$ cat src/rtl/fwd_pkg.sv
// -----------------------------------------------------------------------------
// fwd_pkg
// Shared definitions for the forwarding / hazard unit:
//   - forward-select codes driven on fwd_sel (one 2-bit code per source slot)
//   - hazard sequencer state encoding
//   - default architectural zero-register index
// -----------------------------------------------------------------------------
package fwd_pkg;

    // Forward-select codes (per source slot)
    localparam logic [1:0] FWD_REG    = 2'b00;  // register-file read data
    localparam logic [1:0] FWD_MEMWB  = 2'b01;  // MEM/WB write-back value
    localparam logic [1:0] FWD_EXMEM  = 2'b10;  // EX/MEM ALU result
    localparam logic [1:0] FWD_WBHOLD = 2'b11;  // value written back one cycle ago

    // Hazard sequencer states
    typedef enum logic [1:0] {
        RUN      = 2'd0,
        LU_STALL = 2'd1,
        MEM_WAIT = 2'd2
    } hz_state_e;

    // Architectural zero register (reads as zero, writes discarded)
    localparam int ZERO_REG_DEFAULT = 31;

endpackage : fwd_pkg

$ cat src/rtl/fwd_src_select.sv
// -----------------------------------------------------------------------------
// fwd_src_select
// Forwarding priority compare and data mux for one source operand.
// Priority: EX/MEM, then MEM/WB, then the WB-hold bypass, then the register file.
// Unused slots and reads of the zero register always take register-file data.
//
// Ports:
//   src_addr_i / src_used_i / src_data_i : operand index, valid, RF read data
//   ex_mem_fwd_ok_i, ex_mem_rd_i, ex_mem_result_i : EX/MEM producer (qualified)
//   mem_wb_fwd_ok_i, mem_wb_rd_i, mem_wb_data_i   : MEM/WB producer (qualified)
//   hold_valid_i, hold_rd_i, hold_data_i          : WB-hold producer
//   sel_o     : selected source code (fwd_pkg FWD_*)
//   operand_o : forwarded operand value
// -----------------------------------------------------------------------------
module fwd_src_select
    import fwd_pkg::*;
#(
    parameter int DATA_W   = 64,
    parameter int RA_W     = 5,
    parameter int ZERO_REG = ZERO_REG_DEFAULT
) (
    input  logic [RA_W-1:0]   src_addr_i,
    input  logic              src_used_i,
    input  logic [DATA_W-1:0] src_data_i,
    input  logic              ex_mem_fwd_ok_i,
    input  logic [RA_W-1:0]   ex_mem_rd_i,
    input  logic [DATA_W-1:0] ex_mem_result_i,
    input  logic              mem_wb_fwd_ok_i,
    input  logic [RA_W-1:0]   mem_wb_rd_i,
    input  logic [DATA_W-1:0] mem_wb_data_i,
    input  logic              hold_valid_i,
    input  logic [RA_W-1:0]   hold_rd_i,
    input  logic [DATA_W-1:0] hold_data_i,
    output logic [1:0]        sel_o,
    output logic [DATA_W-1:0] operand_o
);

    localparam logic [RA_W-1:0] ZERO_IDX = RA_W'(ZERO_REG);

    always_comb begin
        // NOTE: every combinational output gets a default first, so no path
        // through the if/else chain can leave it unassigned and infer a latch.
        sel_o = FWD_REG;
        if (src_used_i && (src_addr_i != ZERO_IDX)) begin
            if (ex_mem_fwd_ok_i && (ex_mem_rd_i == src_addr_i)) begin
                sel_o = FWD_EXMEM;
            end else if (mem_wb_fwd_ok_i && (mem_wb_rd_i == src_addr_i)) begin
                sel_o = FWD_MEMWB;
            end else if (hold_valid_i && (hold_rd_i == src_addr_i)) begin
                sel_o = FWD_WBHOLD;
            end
        end
    end

    always_comb begin
        operand_o = src_data_i;
        case (sel_o)
            FWD_EXMEM:  operand_o = ex_mem_result_i;
            FWD_MEMWB:  operand_o = mem_wb_data_i;
            FWD_WBHOLD: operand_o = hold_data_i;
            default:    operand_o = src_data_i;
        endcase
    end

endmodule : fwd_src_select

$ cat src/rtl/forwarding_hazard_unit.sv
// -----------------------------------------------------------------------------
// forwarding_hazard_unit
// Operand forwarding for NUM_SRC sources of the EX instruction, load-use hazard
// detection for the ID instruction, and stall sequencing for load-use bubbles
// and multi-cycle data-memory accesses.
//
// Ports:
//   clk, reset_n                  : clock, synchronous active-low reset
//   id_ex_src_addr/used/data      : EX-stage operand indices, valids, RF data
//   id_ex_memread, id_ex_rd       : EX instruction is a load / its destination
//   if_id_src_addr/used           : ID-stage operand indices and valids
//   ex_mem_regwrite/memread/memwrite, ex_mem_rd, ex_mem_result : EX/MEM stage
//   mem_wb_regwrite, mem_wb_rd, mem_wb_data                    : MEM/WB stage
//   mem_ready                     : data memory finishes the EX/MEM access now
//   fwd_sel, operand              : per-slot select code and forwarded value
//   stall_pc, stall_if_id         : hold PC and IF/ID
//   bubble_id_ex                  : inject a bubble into ID/EX
//   freeze                        : hold every pipeline register
//   stall_cycles                  : saturating count of stall_pc cycles
// -----------------------------------------------------------------------------
module forwarding_hazard_unit
    import fwd_pkg::*;
#(
    parameter int DATA_W   = 64,
    parameter int RA_W     = 5,
    parameter int NUM_SRC  = 3,
    parameter int ZERO_REG = ZERO_REG_DEFAULT,
    parameter int CNT_W    = 16
) (
    input  logic                      clk,
    input  logic                      reset_n,
    input  logic [NUM_SRC*RA_W-1:0]   id_ex_src_addr,
    input  logic [NUM_SRC-1:0]        id_ex_src_used,
    input  logic [NUM_SRC*DATA_W-1:0] id_ex_src_data,
    input  logic                      id_ex_memread,
    input  logic [RA_W-1:0]           id_ex_rd,
    input  logic [NUM_SRC*RA_W-1:0]   if_id_src_addr,
    input  logic [NUM_SRC-1:0]        if_id_src_used,
    input  logic                      ex_mem_regwrite,
    input  logic                      ex_mem_memread,
    input  logic                      ex_mem_memwrite,
    input  logic [RA_W-1:0]           ex_mem_rd,
    input  logic [DATA_W-1:0]         ex_mem_result,
    input  logic                      mem_wb_regwrite,
    input  logic [RA_W-1:0]           mem_wb_rd,
    input  logic [DATA_W-1:0]         mem_wb_data,
    input  logic                      mem_ready,
    output logic [NUM_SRC*2-1:0]      fwd_sel,
    output logic [NUM_SRC*DATA_W-1:0] operand,
    output logic                      stall_pc,
    output logic                      stall_if_id,
    output logic                      bubble_id_ex,
    output logic                      freeze,
    output logic [CNT_W-1:0]          stall_cycles
);

    localparam logic [RA_W-1:0] ZERO_IDX = RA_W'(ZERO_REG);

    // -------------------------------------------------------------------------
    // Producer qualification. A load in EX/MEM has no data yet, so it is never
    // a forwarding source; the load-use stall keeps consumers away from it.
    // -------------------------------------------------------------------------
    logic ex_mem_fwd_ok;
    logic mem_wb_fwd_ok;

    assign ex_mem_fwd_ok = ex_mem_regwrite && !ex_mem_memread && (ex_mem_rd != ZERO_IDX);
    assign mem_wb_fwd_ok = mem_wb_regwrite && (mem_wb_rd != ZERO_IDX);

    // -------------------------------------------------------------------------
    // WB-hold register: remembers last cycle's write-back so a reader issued
    // while the register file is still being written sees the new value.
    // -------------------------------------------------------------------------
    logic              hold_valid_q, hold_valid_d;
    logic [RA_W-1:0]   hold_rd_q,    hold_rd_d;
    logic [DATA_W-1:0] hold_data_q,  hold_data_d;

    always_comb begin
        hold_valid_d = hold_valid_q;
        hold_rd_d    = hold_rd_q;
        hold_data_d  = hold_data_q;
        if (!freeze) begin
            hold_valid_d = mem_wb_fwd_ok;
            hold_rd_d    = mem_wb_rd;
            hold_data_d  = mem_wb_data;
        end
    end

    always_ff @(posedge clk) begin
        // NOTE: sequential state uses non-blocking assignments so every
        // register samples its _d value from before the edge.
        if (!reset_n) begin
            hold_valid_q <= 1'b0;
            hold_rd_q    <= '0;
            hold_data_q  <= '0;
        end else begin
            hold_valid_q <= hold_valid_d;
            hold_rd_q    <= hold_rd_d;
            hold_data_q  <= hold_data_d;
        end
    end

    // -------------------------------------------------------------------------
    // Per-slot operand forwarding
    // -------------------------------------------------------------------------
    for (genvar g = 0; g < NUM_SRC; g++) begin : g_src
        fwd_src_select #(
            .DATA_W   (DATA_W),
            .RA_W     (RA_W),
            .ZERO_REG (ZERO_REG)
        ) u_sel (
            .src_addr_i      (id_ex_src_addr[g*RA_W +: RA_W]),
            .src_used_i      (id_ex_src_used[g]),
            .src_data_i      (id_ex_src_data[g*DATA_W +: DATA_W]),
            .ex_mem_fwd_ok_i (ex_mem_fwd_ok),
            .ex_mem_rd_i     (ex_mem_rd),
            .ex_mem_result_i (ex_mem_result),
            .mem_wb_fwd_ok_i (mem_wb_fwd_ok),
            .mem_wb_rd_i     (mem_wb_rd),
            .mem_wb_data_i   (mem_wb_data),
            .hold_valid_i    (hold_valid_q),
            .hold_rd_i       (hold_rd_q),
            .hold_data_i     (hold_data_q),
            .sel_o           (fwd_sel[g*2 +: 2]),
            .operand_o       (operand[g*DATA_W +: DATA_W])
        );
    end

    // -------------------------------------------------------------------------
    // Hazard detection
    // -------------------------------------------------------------------------
    logic lu_match;
    logic load_use;
    logic mem_wait;

    always_comb begin
        lu_match = 1'b0;
        for (int i = 0; i < NUM_SRC; i++) begin
            if (if_id_src_used[i] && (if_id_src_addr[i*RA_W +: RA_W] == id_ex_rd)) begin
                lu_match = 1'b1;
            end
        end
    end

    assign load_use = id_ex_memread && (id_ex_rd != ZERO_IDX) && lu_match;
    assign mem_wait = (ex_mem_memread || ex_mem_memwrite) && !mem_ready;

    // -------------------------------------------------------------------------
    // Stall sequencer. A memory wait takes precedence over a load-use hazard:
    // freezing preserves ID/EX, so the hazard is simply seen again afterwards.
    // -------------------------------------------------------------------------
    hz_state_e state_q, state_d;

    always_ff @(posedge clk) begin
        if (!reset_n) begin
            state_q <= RUN;
        end else begin
            state_q <= state_d;
        end
    end

    always_comb begin
        state_d = state_q;
        case (state_q)
            RUN, MEM_WAIT: begin
                if (mem_wait) begin
                    state_d = MEM_WAIT;
                end else if (load_use) begin
                    state_d = LU_STALL;
                end else begin
                    state_d = RUN;
                end
            end
            // The bubble already separates the load from its consumer, so the
            // hazard still visible this cycle must not stall a second time.
            LU_STALL: state_d = mem_wait ? MEM_WAIT : RUN;
            default:  state_d = RUN;
        endcase
    end

    always_comb begin
        freeze       = 1'b0;
        stall_pc     = 1'b0;
        stall_if_id  = 1'b0;
        bubble_id_ex = 1'b0;
        case (state_q)
            RUN, MEM_WAIT: begin
                if (mem_wait) begin
                    freeze      = 1'b1;
                    stall_pc    = 1'b1;
                    stall_if_id = 1'b1;
                end else if (load_use) begin
                    stall_pc     = 1'b1;
                    stall_if_id  = 1'b1;
                    bubble_id_ex = 1'b1;
                end
            end
            LU_STALL: begin
                if (mem_wait) begin
                    freeze      = 1'b1;
                    stall_pc    = 1'b1;
                    stall_if_id = 1'b1;
                end
            end
            default: ;
        endcase
    end

    // -------------------------------------------------------------------------
    // Stall-cycle performance counter (saturating)
    // -------------------------------------------------------------------------
    logic [CNT_W-1:0] stall_cnt_q, stall_cnt_d;

    always_comb begin
        stall_cnt_d = stall_cnt_q;
        if (stall_pc && (stall_cnt_q != {CNT_W{1'b1}})) begin
            stall_cnt_d = stall_cnt_q + CNT_W'(1);
        end
    end

    always_ff @(posedge clk) begin
        if (!reset_n) begin
            stall_cnt_q <= '0;
        end else begin
            stall_cnt_q <= stall_cnt_d;
        end
    end

    assign stall_cycles = stall_cnt_q;

    // -------------------------------------------------------------------------
    // Invariant: a load in EX/MEM never feeds a used EX operand, since the
    // load-use stall separates them by at least one cycle.
    // -------------------------------------------------------------------------
    logic ex_mem_load_hit;

    always_comb begin
        ex_mem_load_hit = 1'b0;
        for (int i = 0; i < NUM_SRC; i++) begin
            if (ex_mem_memread && (ex_mem_rd != ZERO_IDX) && id_ex_src_used[i] &&
                (id_ex_src_addr[i*RA_W +: RA_W] == ex_mem_rd)) begin
                ex_mem_load_hit = 1'b1;
            end
        end
    end

    always_ff @(posedge clk) begin
        if (reset_n) begin
            assert (!ex_mem_load_hit);
        end
    end

endmodule : forwarding_hazard_unit

$ cat config.mk
export PLATFORM = sky130hd
export DESIGN_NAME = forwarding_hazard_unit
export DESIGN_NICKNAME = d
export VERILOG_FILES = /design/src/rtl/fwd_pkg.sv /design/src/rtl/fwd_src_select.sv /design/src/rtl/forwarding_hazard_unit.sv
export SDC_FILE = /design/constraint.sdc
export NUM_CORES = 1
export LEC_CHECK = 0
export CAP_MARGIN = 0
export CORE_AREA = 2 2 230 232
export CTS_BUF_LIST = sky130_fd_sc_hd__clkbuf_16
export DETAILED_ROUTE_END_ITERATION = 8
export DIE_AREA = 0 0 232 234
export SLEW_MARGIN = 20
export SYNTH_ARGS = -nofsm -noshare
export SYNTH_HDL_FRONTEND = slang
export SYNTH_HIERARCHICAL = 1
export SYNTH_SLANG_ARGS = --single-unit
export TNS_END_PERCENT = 5
$ cat constraint.sdc
create_clock -name clk -period 2.75 [get_ports clk]
set_input_delay 0.4125 -clock clk [delete_from_list [all_inputs] [get_ports clk]]
set_output_delay 0.4125 -clock clk [all_outputs]
set_load 0.01 [all_outputs]
==> run_results.csv, run 1 <==
group,metric,value,unit
synthesis,synth-seq-cells,88,
critical_path,critPathRequiredTime,2.34,ns
synthesis,synthTopCellsByArea,"dfxtp_1, a21oi_1, nand2_1",
synthesis,yosys.area.top_type,"dfxtp_1",
floorplan,io_pins,597,
global_routing,gr-total-overflow,0,
final_layout,drive_gt1_share,28.3,%
timing,period_needed,3.08,ns
clock_network,clk_pin_slew,0.08,ns
pwr,ir_drop,0.221,mV
routing,wl_met2,37400,um
run,maxCapViolations,0,
min_path,min_path_type,"in2reg",
critical_path,cp_slowest_cell,"a211oi_4",
synthesis,syn_inst,1663,
synthesis,syn_area_per_cell,6.47,um^2
placement,detailedPlace.worstSlack,-1.20,ns
routing,wl_per_cell,25.1,um
floorplan,start_util,20.7,%
timing,rsz0062_at_grt,"true",
final_layout,nFillCells,5450,
clock_network,clock_sinks,88,
routing,drt-pass1-iter-count,8,
clock_network,clockBufferDepth,2,
timing,relSlewSlack,57.4,%
routing,ant_nets,0,
routing,dr_total_vias,16300,
pwr,power_leakage,7.55,nW
synthesis,synth_top_area_share,16.4,%
timing,setup_slack,-0.333,ns
floorplan,rows,84,
placement,place.detailed.hpwl,49700,um
timing,tightest_slew,0.640,ns
critical_path,cp_max_fo,31,
routing,wl_met3,6250,um
final_layout,postLayoutCoreUtil,38.6,%
clock_network,cts_tree,"yes",
timing,fmax,0.324,GHz
synthesis,async_reset_ff_share,0,%
timing,drv_slew,0,
clock_network,worstSkewPairLatency,0.40,ns
clock_network,clockRootBuffer,"clkbuf_16",
critical_path,path_cells,"clkdlybuf4s15_2 -> nand3_1 -> o21a_2 -> and2_4 -> a211oi_4 -> buf_4 -> buf_12 -> a22oi_1 -> a2bb2oi_2 -> a21oi_2 -> dlygate4sd2_1",
synthesis,synth_cell_types,54,
timing,timing.final.hold_violations,0,
global_routing,grt_pass1_vias,16100,
synthesis,syn_area,10800,um^2
placement,gp_congestion,0.927,
timing,skew,0.00890,ns
clock_network,h-tree-depth,3,
routing,viasPerCell,5.33,
routing,drtIter0Drc,1347,
critical_path,setup.worst_path.start_class,"primary input",
run_status,violations,"setup timing",
global_routing,grt_use_total,26.6,%
pwr,powerDensity,246,nW/um^2
critical_path,worstSetupPathType,"in2out",
placement,io_buffers,596,
critical_path,critPathArrivalTime,2.67,ns
routing,met1Wirelength,29800,um
critical_path,path_buf_inv,4,
floorplan,core_area,52000,um^2
run_status,status,"complete, but fails checks",
routing,finalWirelength,76800,um
pwr,power,4.94,mW
routing,drc,0,
critical_path,cp_top_family,"compound AO/OA/AOI/OAI gates",
timing,fin_crit_sh,112,%
critical_path,max_stage_delay,0.28,ns
floorplan,dieArea,54300,um^2
global_routing,grt_start_max_net_pins,71,
timing,holdWs,0.339,ns
final_layout,area_growth,86.8,%
synthesis,synth_fp_nets,2043,
synthesis,ys_dominant_reg_cell,"dfxtp_1",
synthesis,synth_enable_flop_cells,0,
synthesis,ys_warn_count,6,
floorplan,fp.dieH,234,um
timing,setup_violations,196,
global_routing,antenna_found_initial,2,
synthesis,seq_area_frac_synth,16.4,%
critical_path,crit_path_end_kind,"primary output",
floorplan,die_w,232,um
clock_network,cts_buffers,9,
global_routing,grt_pass1_wl,106000,um
routing,highest_layer,"met5",
final_layout,final_nets,2746,
-- metal layers --
metal	track usage [%]	vias up
met1	31.0	7809
met2	46.6	1006
met4	11.9	2
met3	5.97	196
li1	-	7296
met5	0	-
-- cell usage in the layout (no fill, tap or decap), drive strengths merged, types with 8 or more instances in the layout --
cell type / synthesis / final
o21ai: 125 / 125
a21o: 113 / 113
a2bb2oi: 72 / 72
inv: 12 / 17
clkbuf: 78 / 27
nand4: 13 / 13
clkdlybuf4s50: 0 / 366
xor2: 17 / 17
clkdlybuf4s15: 0 / 8
nand2: 275 / 275
and2: 9 / 9
xnor2: 48 / 48
dlygate4sd2: 0 / 20
dfxtp: 88 / 88
buf: 75 / 423
a21oi: 266 / 266
a22oi: 84 / 84
nor2: 209 / 209
nand3: 119 / 119
-- synth_stat cells (4+ instances only) --
| cell type | count |
|---|---|
| nand2_1 | 275 |
| buf_6 | 36 |
| a21oi_2 | 12 |
| and3_1 | 4 |
| xnor2_1 | 48 |
| o21ai_1 | 18 |
| buf_2 | 22 |
| a22oi_1 | 84 |
| dfxtp_1 | 88 |
| o21ai_2 | 4 |
| a21o_1 | 113 |
| buf_1 | 7 |
| buf_4 | 10 |
| a2bb2oi_1 | 72 |
| nand4_1 | 13 |
| a21oi_1 | 254 |
| nand2b_1 | 6 |
| clkbuf_8 | 15 |
| nand3_1 | 119 |
| mux2i_1 | 7 |
| xor2_1 | 17 |
| o21ai_0 | 103 |
| inv_1 | 11 |
| nor2_1 | 206 |
| clkbuf_1 | 60 |
-- metrics by stage --
step | TNS (ns) | cell area [um^2] | instances
3_3_place_gp | -171.57 | 18300 | 2961
4_1_cts | -41.83 | 20000 | 3050
2_1_floorplan | 0 | 10800 | 1663
6_report | -37.42 | 20100 | 3060
3_5_place_dp | -180.48 | 18300 | 2961
5_1_grt | -61.80 | 20100 | 3060
-- registers in the layout, summed over array words and instances (netlist names) --
| signal | flops |
|---|---|
| hold_valid_q | 1 |
| stall_cycles | 16 |
| state_q | 2 |
| hold_rd_q | 5 |
| hold_data_q | 64 |
-- final timing paths --
check | startpoint | end | slack, ns | cells after the start
hold reg to reg | hold_data_q[21]$_SDFFE_PN0N_ | hold_data_q[21]$_SDFFE_PN0N_ | 0.48 | 2
setup / recovery | mem_wb_rd[1] | operand[85] | -0.33 | 11
setup reg to reg | stall_cycles[0]$_SDFFE_PN0P_ | stall_cycles[11]$_SDFFE_PN0P_ | 0.52 | 9
hold / removal | mem_wb_rd[3] | hold_rd_q[3]$_SDFFE_PN0N_ | 0.34 | 3
-- power by group --
part | internal (mW) | leakage (nW) | switching (mW)
clock | 0.640 | 0.145 | 0.680
sequential | 1.34 | 0.728 | 0.0826
combinational | 1.13 | 6.68 | 1.07
-- kinds of logic after synthesis --
logic type / after synthesis / share of synthesized area (%)
muxes: 7 / 0.651
xor gates and xnor gates: 65 / 5.29
buffers and inverters: 166 / 10.3
AOI/OAI and AO/OA: 684 / 41.3
and+or+nand+nor: 652 / 25.9
DFF: 88 / 16.4
adders and majority gates: 1 / 0.116
-- final cells by class --
| type | instances | area, um^2 | area share [%] |
|---|---|---|---|
| multi-input combinational | 1409 | 8690 | 43.3 |
| tap | 688 | 861 | 4.28 |
| sequential | 88 | 1780 | 8.85 |
| inverter | 13 | 51.3 | 0.255 |
| antenna | 1 | 2.50 | 0.0125 |
| clock buffer | 9 | 225 | 1.12 |
| timing repair buffer | 845 | 8420 | 41.9 |
| clock inverter | 7 | 66.3 | 0.330 |
-- worst register-to-register path, cell delays in order (launching register included) --
cell and delay (ns):
dfxtp_1 0.42, ha_1 0.24, nand2_1 0.07, nor2_1 0.36, nand2_1 0.14, nor2_1 0.36, a21oi_1 0.08, buf_4 0.20
nand4_1 0.12, mux2i_1 0.17
-- repair_timing --
| item | 4_1_cts | 5_1_grt |
|---|---|---|
| pin swaps | 50 | 51 |
| hold endpoints to repair | 0 | 0 |
| buffers inserted | 49 | 8 |
| setup endpoints to repair | 201 | 201 |
| hold buffers | 0 | 0 |
| gates resized for setup | 852 | 254 |
| cloned | 26 | 5 |
Power figures use the tool's default switching activity.
==> run 2, diff against run 1 <==
--- a/config.mk
+++ b/config.mk
@@ -10,6 +10,7 @@
 export CTS_BUF_LIST = sky130_fd_sc_hd__clkbuf_16
 export DETAILED_ROUTE_END_ITERATION = 8
 export DIE_AREA = 0 0 232 234
+export SKIP_LAST_GASP = 1
 export SLEW_MARGIN = 20
 export SYNTH_ARGS = -nofsm -noshare
 export SYNTH_HDL_FRONTEND = slang
==> run_results.csv, run 2 (synthesized netlist as in run 1, its figures left out) <==
group,metric,value,unit
timing,fin_crit_sh,113,%
final_layout,fin_area,20300,um^2
floorplan,dieArea,54300,um^2
clock_network,h-tree-depth,3,
pwr,power_leakage,7.57,nW
timing,timing.final.hold_violations,0,
pwr,pwr-share-comb,44.6,%
final_layout,mostFrequentLayoutCell,"clkdlybuf4s50_1",
run,maxCapViolations,0,
clock_network,cts_buffers,9,
run_status,status,"complete, but fails checks",
critical_path,crit_path_end_kind,"primary output",
timing,fmax,0.323,GHz
final_layout,largest_reg_flops,64,
pwr,p_seq_share,28.7,%
pwr,powerDensity,244,nW/um^2
routing,ant_nets,0,
critical_path,startpoint,"id_ex_src_addr[11]",
routing,dr_total_vias,16400,
global_routing,grt_pass1_wl,106000,um
run_status,violations,"setup timing",
timing,period_needed,3.10,ns
routing,drt-pass1-iter-count,7,
timing,skew,0.00833,ns
clock_network,clock_sinks,88,
routing,wl_per_cell,25.1,um
global_routing,antenna_found_initial,2,
clock_network,worstSkewPairLatency,0.40,ns
floorplan,fp.dieH,234,um
global_routing,grt_start_max_net_pins,71,
critical_path,ff2ff_setup_slack,0.55,ns
clock_network,cts_tree,"yes",
placement,placed_cells,2961,
critical_path,worstSetupPathType,"in2out",
pwr,ir_drop,0.222,mV
pwr,power_switching,1.82,mW
timing,rsz0062_at_grt,"true",
min_path,worstHoldStart,"mem_wb_rd[3]",
timing,drv_slew,0,
global_routing,gr-total-overflow,0,
final_layout,stdcell_count,3070,
global_routing,grt_pass1_vias,16100,
critical_path,critPathRequiredTime,2.34,ns
clock_network,clk_pin_slew,0.08,ns
final_layout,register_area,1780,um^2
critical_path,cp_max_fo,15,
final_layout,regMostFlops,"hold_data_q",
critical_path,critPathArrivalTime,2.69,ns
routing,viasPerCell,5.34,
global_routing,grt_use_total,26.6,%
pwr,p_int,3.13,mW
placement,io_buffers,596,
pwr,p_clk_share,26.6,%
critical_path,setup.worst_path.start_class,"primary input",
placement,place.detailed.hpwl,49700,um
final_layout,layout_common_cells,"clkdlybuf4s50_1, nand2_1, a21oi_1, nor2_1, buf_4",
placement,gp_congestion,0.927,
floorplan,core_area,52000,um^2
min_path,min_path_type,"in2reg",
routing,drtIter0Drc,1503,
clock_network,clockRootBuffer,"clkbuf_16",
floorplan,start_util,20.7,%
critical_path,reg2reg_from,"stall_cycles[0]$_SDFFE_PN0P_",
timing,relSlewSlack,57.2,%
final_layout,multi_input_comb_area,8470,um^2
floorplan,io_pins,597,
pwr,swShare,36.7,%
timing,tightest_slew,0.642,ns
floorplan,rows,84,
timing,setup_violations,201,
final_layout,area_growth,88.6,%
floorplan,die_w,232,um
final_layout,nFillCells,5426,
timing,setup_slack,-0.349,ns
clock_network,clockBufferDepth,2,
routing,finalWirelength,77100,um
final_layout,final_nets,2756,
placement,placed_cell_area,18300,um^2
final_layout,drive_gt1_share,24.5,%
routing,drc,0,
## run 2: final timing paths
check	endpoint	cells past startpoint
min reg2reg	hold_data_q[21]$_SDFFE_PN0N_	2
max reg2reg	stall_cycles[11]$_SDFFE_PN0P_	9
min	hold_rd_q[3]$_SDFFE_PN0N_	3
max	operand[162]	12
## run 2: power by group through the flow
stage	registers, mW	clock network [mW]	logic, mW
6_report	1.42	1.32	2.21
5_1_grt	1.43	1.42	2.33
4_1_cts	1.42	1.37	2.17
3_5_place_dp	1.45	0	2.16
3_3_place_gp	1.44	0	2.15
2_1_floorplan	1.43	0	0.772
## run 2: stage by stage
stage          util, %  hold WS [ns]  power, mW  setup WS [ns]  setup TNS (ns)
6_report          39.0         0.331       4.95         -0.349          -43.13
5_1_grt           39.0         0.331       5.18         -0.431          -67.12
4_1_cts           38.5         0.293       4.97         -0.379          -47.55
3_5_place_dp      35.3         0.474       3.60          -1.20         -180.48
3_3_place_gp      35.3         0.464       3.59          -1.21         -171.57
2_1_floorplan        -         0.457       2.20          0.169               0
## run 2: what timing repair did
action                     4_1_cts  5_1_grt
hold buffers                     0        0
cloned                          26        3
resized for setup              752      113
setup endpoints to repair      201      201
setup buffers                   49       18
pin swaps                       40       35
## run 2: layout make-up
type	instances	share of cell area [%]
Sequential cell	88	8.77
Clock buffer	9	1.11
Clock inverter	7	0.327
Inverter	13	0.253
Timing Repair Buffer	855	43.5
Antenna cell	1	0.0123
Tap cell	688	4.24
Multi-Input combinational cell	1409	41.8
## run 2: critical path: stages
cell,delay [ns]
dlygate4sd2_1,0.26
xor2_1,0.19
nor4_4,0.27
buf_4,0.17
buf_4,0.11
nand2_2,0.07
a21o_4,0.26
buf_12,0.17
a22oi_2,0.38
a21oi_2,0.10
buf_4,0.13
buf_2,0.13
## run 2: metal layers
metal / part of all wire (%) / track usage (%) / routed length [um] / up-vias
li1: - / - / - / 7310
met1: 39 / 31.0 / 30100 / 7861
met2: 49 / 46.5 / 37600 / 1032
met3: 7.9 / 6.03 / 6070 / 183
met4: 4.2 / 12.1 / 3220 / 2
met5: 0.017 / 0 / 13 / -
==> run 3, diff against run 2 <==
--- a/config.mk
+++ b/config.mk
@@ -5,6 +5,7 @@
 export SDC_FILE = /design/constraint.sdc
 export NUM_CORES = 1
 export LEC_CHECK = 0
+export ABC_CLOCK_PERIOD_IN_PS = 2750
 export CAP_MARGIN = 0
 export CORE_AREA = 2 2 230 232
 export CTS_BUF_LIST = sky130_fd_sc_hd__clkbuf_16
==> results of run 3 <==
No change in the layout: final DEF, timing and power equal those of run 2.
